===== config.mk =====
export PLATFORM = sky130hd
export DESIGN_NAME = reservoir_mem_arbiter
export DESIGN_NICKNAME = d
export VERILOG_FILES = /design/src/rtl/reservoir_mem_arbiter.sv
export SDC_FILE = /design/constraint.sdc
export NUM_CORES = 1
export LEC_CHECK = 0
export CAP_MARGIN = 20
export CORE_MARGIN = 8
export CORE_UTILIZATION = 41
export DETAILED_ROUTE_END_ITERATION = 8
export HOLD_SLACK_MARGIN = 0.1
export PLACE_DENSITY = 0.83
export SLEW_MARGIN = 20
export SYNTH_ARGS = -nofsm -noshare
export SYNTH_HDL_FRONTEND = slang
export SYNTH_SLANG_ARGS = --single-unit

===== constraint.sdc =====
create_clock -name clk -period 2.22 [get_ports clk]
set_input_delay 0.444 -clock clk [delete_from_list [all_inputs] [get_ports clk]]
set_output_delay 0.444 -clock clk [all_outputs]
set_load 0.03 [all_outputs]

===== src/rtl/reservoir_mem_arbiter.sv =====
// Port-B arbiter for the reservoir output memory.
// r0 (reservoir history writer) always wins; r1 (matrix-multiplier reader) and
// r2 (host debug port) share the remaining cycles round-robin. Memory port
// signals are registered, and read returns are steered back to their requester
// through a tag pipeline whose length matches the BRAM read latency.
module reservoir_mem_arbiter #(
  parameter int unsigned ADDR_WIDTH   = 17,
  parameter int unsigned DATA_WIDTH   = 32,
  parameter int unsigned READ_LATENCY = 1
) (
  input  logic                  clk,
  input  logic                  rst,

  // Reservoir writer (write-only, never stalled)
  input  logic                  r0_valid,
  output logic                  r0_ready,
  input  logic [ADDR_WIDTH-1:0] r0_addr,
  input  logic [DATA_WIDTH-1:0] r0_wdata,

  // Matrix-multiplier reader (read-only)
  input  logic                  r1_valid,
  output logic                  r1_ready,
  input  logic [ADDR_WIDTH-1:0] r1_addr,
  output logic                  r1_rvalid,
  output logic [DATA_WIDTH-1:0] r1_rdata,

  // Host debug port (read or write)
  input  logic                  r2_valid,
  output logic                  r2_ready,
  input  logic                  r2_we,
  input  logic [ADDR_WIDTH-1:0] r2_addr,
  input  logic [DATA_WIDTH-1:0] r2_wdata,
  output logic                  r2_rvalid,
  output logic [DATA_WIDTH-1:0] r2_rdata,

  input  logic                  host_block,

  // BRAM port B
  output logic [ADDR_WIDTH-1:0] mem_addr,
  output logic [DATA_WIDTH-1:0] mem_din,
  output logic                  mem_we,
  input  logic [DATA_WIDTH-1:0] mem_dout,

  output logic [15:0]           stall_cnt
);

  // One stage for the registered address plus READ_LATENCY stages inside the BRAM.
  localparam int unsigned TagDepth = 1 + READ_LATENCY;

  // Tag id encoding for read requesters.
  localparam logic IdR1 = 1'b0;
  localparam logic IdR2 = 1'b1;

  logic                  rr_q, rr_d;
  logic                  r2_eligible;
  logic                  grant_r0, grant_r1, grant_r2;
  logic                  any_accept;
  logic                  read_accept;
  logic                  read_id;
  logic                  stall;

  logic [ADDR_WIDTH-1:0] mem_addr_q, mem_addr_d;
  logic [DATA_WIDTH-1:0] mem_din_q, mem_din_d;
  logic                  mem_we_q, mem_we_d;

  logic [TagDepth-1:0]   tag_valid_q, tag_valid_d;
  logic [TagDepth-1:0]   tag_id_q, tag_id_d;
  logic                  tag_out_valid;
  logic                  tag_out_id;

  logic [DATA_WIDTH-1:0] r1_rdata_q, r2_rdata_q;
  logic [15:0]           stall_cnt_q, stall_cnt_d;

  // Combinational grant: r0 first, then the r1/r2 pair resolved by rr on a tie.
  always_comb begin
    r2_eligible = r2_valid && !host_block;
    grant_r0    = r0_valid;
    grant_r1    = !r0_valid && r1_valid && (!r2_eligible || !rr_q);
    grant_r2    = !r0_valid && r2_eligible && (!r1_valid || rr_q);
    any_accept  = grant_r0 || grant_r1 || grant_r2;
    read_accept = grant_r1 || (grant_r2 && !r2_we);
    read_id     = grant_r2 ? IdR2 : IdR1;
    stall       = (r1_valid && !grant_r1) || (r2_valid && !grant_r2);

    // r0 is always accepted outside reset; during reset its request is dropped.
    r0_ready = !rst;
    r1_ready = grant_r1;
    r2_ready = grant_r2;
  end

  // Next-state for the round-robin pointer, memory port, tags and stall counter.
  always_comb begin
    rr_d       = rr_q;
    mem_addr_d = mem_addr_q;
    mem_din_d  = mem_din_q;
    mem_we_d   = 1'b0;

    if (grant_r1) begin
      rr_d = 1'b1;
    end else if (grant_r2) begin
      rr_d = 1'b0;
    end

    if (grant_r0) begin
      mem_addr_d = r0_addr;
      mem_din_d  = r0_wdata;
      mem_we_d   = 1'b1;
    end else if (grant_r1) begin
      // Read-only requester: write data is left untouched.
      mem_addr_d = r1_addr;
    end else if (grant_r2) begin
      mem_addr_d = r2_addr;
      mem_din_d  = r2_wdata;
      mem_we_d   = r2_we;
    end

    tag_valid_d = {tag_valid_q[TagDepth-2:0], read_accept};
    tag_id_d    = {tag_id_q[TagDepth-2:0], read_id};

    stall_cnt_d = stall_cnt_q;
    if (stall && (stall_cnt_q != 16'hFFFF)) begin
      stall_cnt_d = stall_cnt_q + 16'd1;
    end
  end

  // State registers; reset clears everything, so accepts and in-flight reads are discarded.
  always_ff @(posedge clk) begin
    if (rst) begin
      rr_q        <= 1'b0;
      mem_addr_q  <= '0;
      mem_din_q   <= '0;
      mem_we_q    <= 1'b0;
      tag_valid_q <= '0;
      tag_id_q    <= '0;
      stall_cnt_q <= '0;
    end else begin
      rr_q        <= rr_d;
      mem_addr_q  <= mem_addr_d;
      mem_din_q   <= mem_din_d;
      mem_we_q    <= mem_we_d && any_accept;
      tag_valid_q <= tag_valid_d;
      tag_id_q    <= tag_id_d;
      stall_cnt_q <= stall_cnt_d;
    end
  end

  // Tag pipeline output lines up with the BRAM data for the request that issued it.
  always_comb begin
    tag_out_valid = tag_valid_q[TagDepth-1];
    tag_out_id    = tag_id_q[TagDepth-1];
    r1_rvalid     = tag_out_valid && (tag_out_id == IdR1);
    r2_rvalid     = tag_out_valid && (tag_out_id == IdR2);
    r1_rdata      = r1_rvalid ? mem_dout : r1_rdata_q;
    r2_rdata      = r2_rvalid ? mem_dout : r2_rdata_q;
  end

  // Hold registers so each requester keeps its last returned word between pulses.
  always_ff @(posedge clk) begin
    if (rst) begin
      r1_rdata_q <= '0;
      r2_rdata_q <= '0;
    end else begin
      if (r1_rvalid) begin
        r1_rdata_q <= mem_dout;
      end
      if (r2_rvalid) begin
        r2_rdata_q <= mem_dout;
      end
    end
  end

  assign mem_addr  = mem_addr_q;
  assign mem_din   = mem_din_q;
  assign mem_we    = mem_we_q;
  assign stall_cnt = stall_cnt_q;

endmodule


# Yosys cells after proc, flatten, opt, wreduce, memory -nomap -nowiden
# Index checks and enable logic that the tools add are counted.
# word_totals
inputBits,154
elab_cells,58
output_inout_bits,135
ff_bits,135
# classes
bitwise_logic,1
reduce_logical,31
eq_ne,2
n_addsub,1
muxes,14
# ops
cell,n
32-bit 2-to-1 mux,5
17-bit 2-to-1 mux,3
16-bit by 1-bit adder with 16-bit output (second input constant),1
16-bit inequality test (second input constant),1
1-bit logical AND,12
1-bit zero test,9
1-bit logical OR,6
1-bit 2-to-1 mux,6
2-bit nonzero test,2
3-bit nonzero test,1
2-bit inequality test (second input constant),1
2-bit AND reduction,1
1-bit inverter,1

# Longest topological paths before layout
# Gate-level depths: netlist (run 1).
# logic_depth
depth_word,9
depth_mapped,7
mapped_depth_nobuf,5

# Worst setup path after synthesis (run 1)
# OpenSTA, ideal clock, no wires.
# synth_timing
path_type,reg-to-output
startpoint,reg tag_valid_q[1]
endpoint,out r1_rdata[22]
path_slack_ns,0.107
stages_incl_launch_ff,5
path_buffers,2
arrival_time_ns,1.669
required_time_ns,1.776
cell_sequence,dfxtp_1 -> nor2b_1 -> clkbuf_1 -> clkbuf_1 -> mux2_2
# synth_between
elab_chain_cells,2
# synth_lines
item,line_no,rtl
"start, declared",66,"logic [TagDepth-1:0] tag_valid_q, tag_valid_d;"
"start signal, assigned",141,tag_valid_q <= tag_valid_d;
1-bit logical AND,151,r1_rvalid = tag_out_valid && (tag_out_id == IdR1);
via r1_rvalid,24,"output logic r1_rvalid,"
32-bit 2-to-1 mux,n/a,
"end, declared",25,"output logic [DATA_WIDTH-1:0] r1_rdata,"
# The timed path passes the listed nets, and every way through them passes these cells.

# Worst setup path in the final report (run 1)
# layout_timing
startpoint,reg tag_valid_q[1]
endpoint,out r1_rdata[4]
# layout_between
elab_chain_cells,2
# layout_lines
item,line_no
1-bit logical AND,151
32-bit 2-to-1 mux,n/a
# No other way between the ends.

==> out/results.ini, run 1 <==
[logic_synthesis]
synth_cell_types=37
avgSynthCellArea_um2=10.0
synth_edf_count=0
ys_seq_elements=135
synthAdderAreaFrac_pct=0.216
synthesis.area_um2=5800
synth_warnings=0
seq_area_frac_synth_pct=46.6
synth_nets=732
synth_simple_gate_area_share_pct=17.0
synth-xor-area-share_pct=0
synth_top_family_by_area=multiplexers
synth_compound_area_share_pct=14.2
async_flop_share_pct=0
syn_inst=577
synth_top_flop_cell=dfxtp_1
synthMuxAreaShare_pct=18.3

[timing]
rsz0062_at_grt=yes
hold_viol_final=0
tightest_slew_ps=626
max_freq_mhz=458
min_period_over_period_pct=98.3
setup_ws_ps=38.3
finalClockSkew_ps=9.22
slew_headroom_pct=58.3
setup_violations=0
finalCriticalPeriod_ps=2180
slew_viol_final=0

[detailed_routing]
ant_nets=0
via_count=5744
drc=0
drt-initial-drc-count=422
wl_um=21900
firstDrtPassIters=6
vias_per_cell=5.33
post_drt_wl_per_cell_um=20.3

[cts]
cts_tree=yes
ctsHoldBuffers=0
cts.sinks=135
clock_path_buffers=2
cts_root_buf=clkbuf_16
clk_latency_ps=410
clkSlewWorstSetupHoldPaths_ps=60
cts_buffers=17
htree_levels=4

[pwr]
pwr_density_cell_nw_per_um2=653
p_leak_nw=3.99
power_mw=6.48
vdd_ir_drop_max_mv=0.454

[worst_setup_path]
end_kind=output pin
path_class=flop to output pin
cp.required_ps=1780
cp.arrival_ps=1740
startpoint_type=flop
critPathMaxFanout=5

[cells_and_area]
area_delta_synth_final_pct=71.1
layout_common_cells=clkdlybuf4s50_1, dfxtp_1, and2_1, buf_4, a211oi_1
layout-drive-gt1-share_pct=24.1
final_common_cell=clkdlybuf4s50_1
final_util_pct=71.8
finish.instance_area_um2=9920
final_nets=1039

[place]
dp_hpwl_um=15300
numPortBuffers=288
place_congestion=0.812
preCtsSetupSlack_ps=-94.2
placed_area_um2=8930

[outcome]
status=completed

[grt]
grt_overflow=0
antenna_found_initial=2
grt.total_usage_pct=23.2
grt_max_degree=82
grt_pass1_vias=6107
grt_pass1_wl_um=33500

[die]
initial_core_util_pct=41.9
die_area_um2=18200
core_area_um2=13800
ios=289
rows=43
die_w_um=135
fp.dieH_um=135

[run]
cap_viol_max_count=0

[min_path]
min_path_type=flop to flop

==> power breakdown <==
part / switching [mW] / total [mW] / internal, mW / leakage [nW]
Combinational: 0.526 / 1.10 / 0.577 / 2.60
Sequential: 0.0593 / 2.58 / 2.52 / 1.10
Clock: 1.07 / 2.80 / 1.74 / 0.284
Total: 1.65 / 6.48 / 4.83 / 3.99
==> cells by family (layout without fill, tap and decap cells) <==
family          Yosys count  count (layout)
flops                   135             135
compound gates          118             118
mux                      98              98
buf+inv                  51             370
simple gates            174             174
other cells               0               2
fa+ha+maj                 1               1
==> repair_timing <==
item | 4_1_cts | 5_1_grt
cloned | 3 | 2
gates resized for setup | 58 | 19
buffers inserted | 9 | 6
pin swaps | 0 | 1
endpoints found under the setup margin | 55 | 56
==> synth_stat cells (5+ instances only) <==
master     instances  area, µm²
o21ai_0           19       95.1
clkbuf_1          35        131
nand2_1            7       26.3
and3_1            18        113
nand4_1            5       31.3
a21oi_1           14       70.1
or4_1             12       90.1
mux2_2            66        743
and2_1            65        407
mux2i_1           32        320
o31ai_1           10       75.1
o2bb2ai_1         17        149
nand3_1            8       40.0
nor2_1            38        143
dfxtp_1          135       2700
inv_1              6       22.5
a211oi_1          52        390
nor2b_1            6       37.5
==> registers in the layout, summed over array words and instances (netlist names) <==
name	count
tag_valid_q	2
rr_q	1
mem_we	1
r1_rdata_q	32
tag_id_q	2
mem_addr	17
r2_rdata_q	32
mem_din	32
stall_cnt	16
==> critical path, stage by stage (launching register included) <==
cell,delay (ps)
dfxtp_2,330
nor2b_4,150
buf_4,170
clkbuf_16,160
mux2_2,350
buf_4,170
==> per-stage QoR <==
stage                     hold slack, ps  TNS (ps)  instances
final                                451         0       1078
after global routing                 468     -80.5       1078
after CTS                            451      -700       1071
after detailed placement             432     -1300       1029
after global placement               424     -7.14       1029
after floorplan                      414         0        577
==> area by class of cell <==
type | count | area (µm²)
fillers | 936 | 3910
repair buffers | 332 | 3390
multi-input cells | 391 | 2980
flip-flops and latches | 135 | 2700
clock buffers | 20 | 467
well taps | 180 | 225
clock inverters | 11 | 124
inverters | 7 | 26.3
diodes | 2 | 5.00
==> routing by layer <==
layer  GRT usage (%)  share of wire (%)
met5               0                  0
met4            10.2                2.4
met3            8.58                9.4
met2            40.0                 49
met1            25.0                 39
==> final timing paths <==
check / from / endpoint / slack, ps / cells past startpoint
max reg2reg: stall_cnt[0] / stall_cnt[14] / 290 / 5
min: tag_id_q[0] / tag_id_q[1] / 450 / 1
max: tag_valid_q[1] / r1_rdata[4] / 40 / 5
min reg2reg: tag_id_q[0] / tag_id_q[1] / 450 / 1
Note: power is estimated with default switching activity, not from simulation.
==> inputs of run 2 (changes only) <==
GPL_ROUTABILITY_DRIVEN = 0   (was unset)
==> results of run 2 <==
Final layout, timing and power as in run 1 (identical DEF).
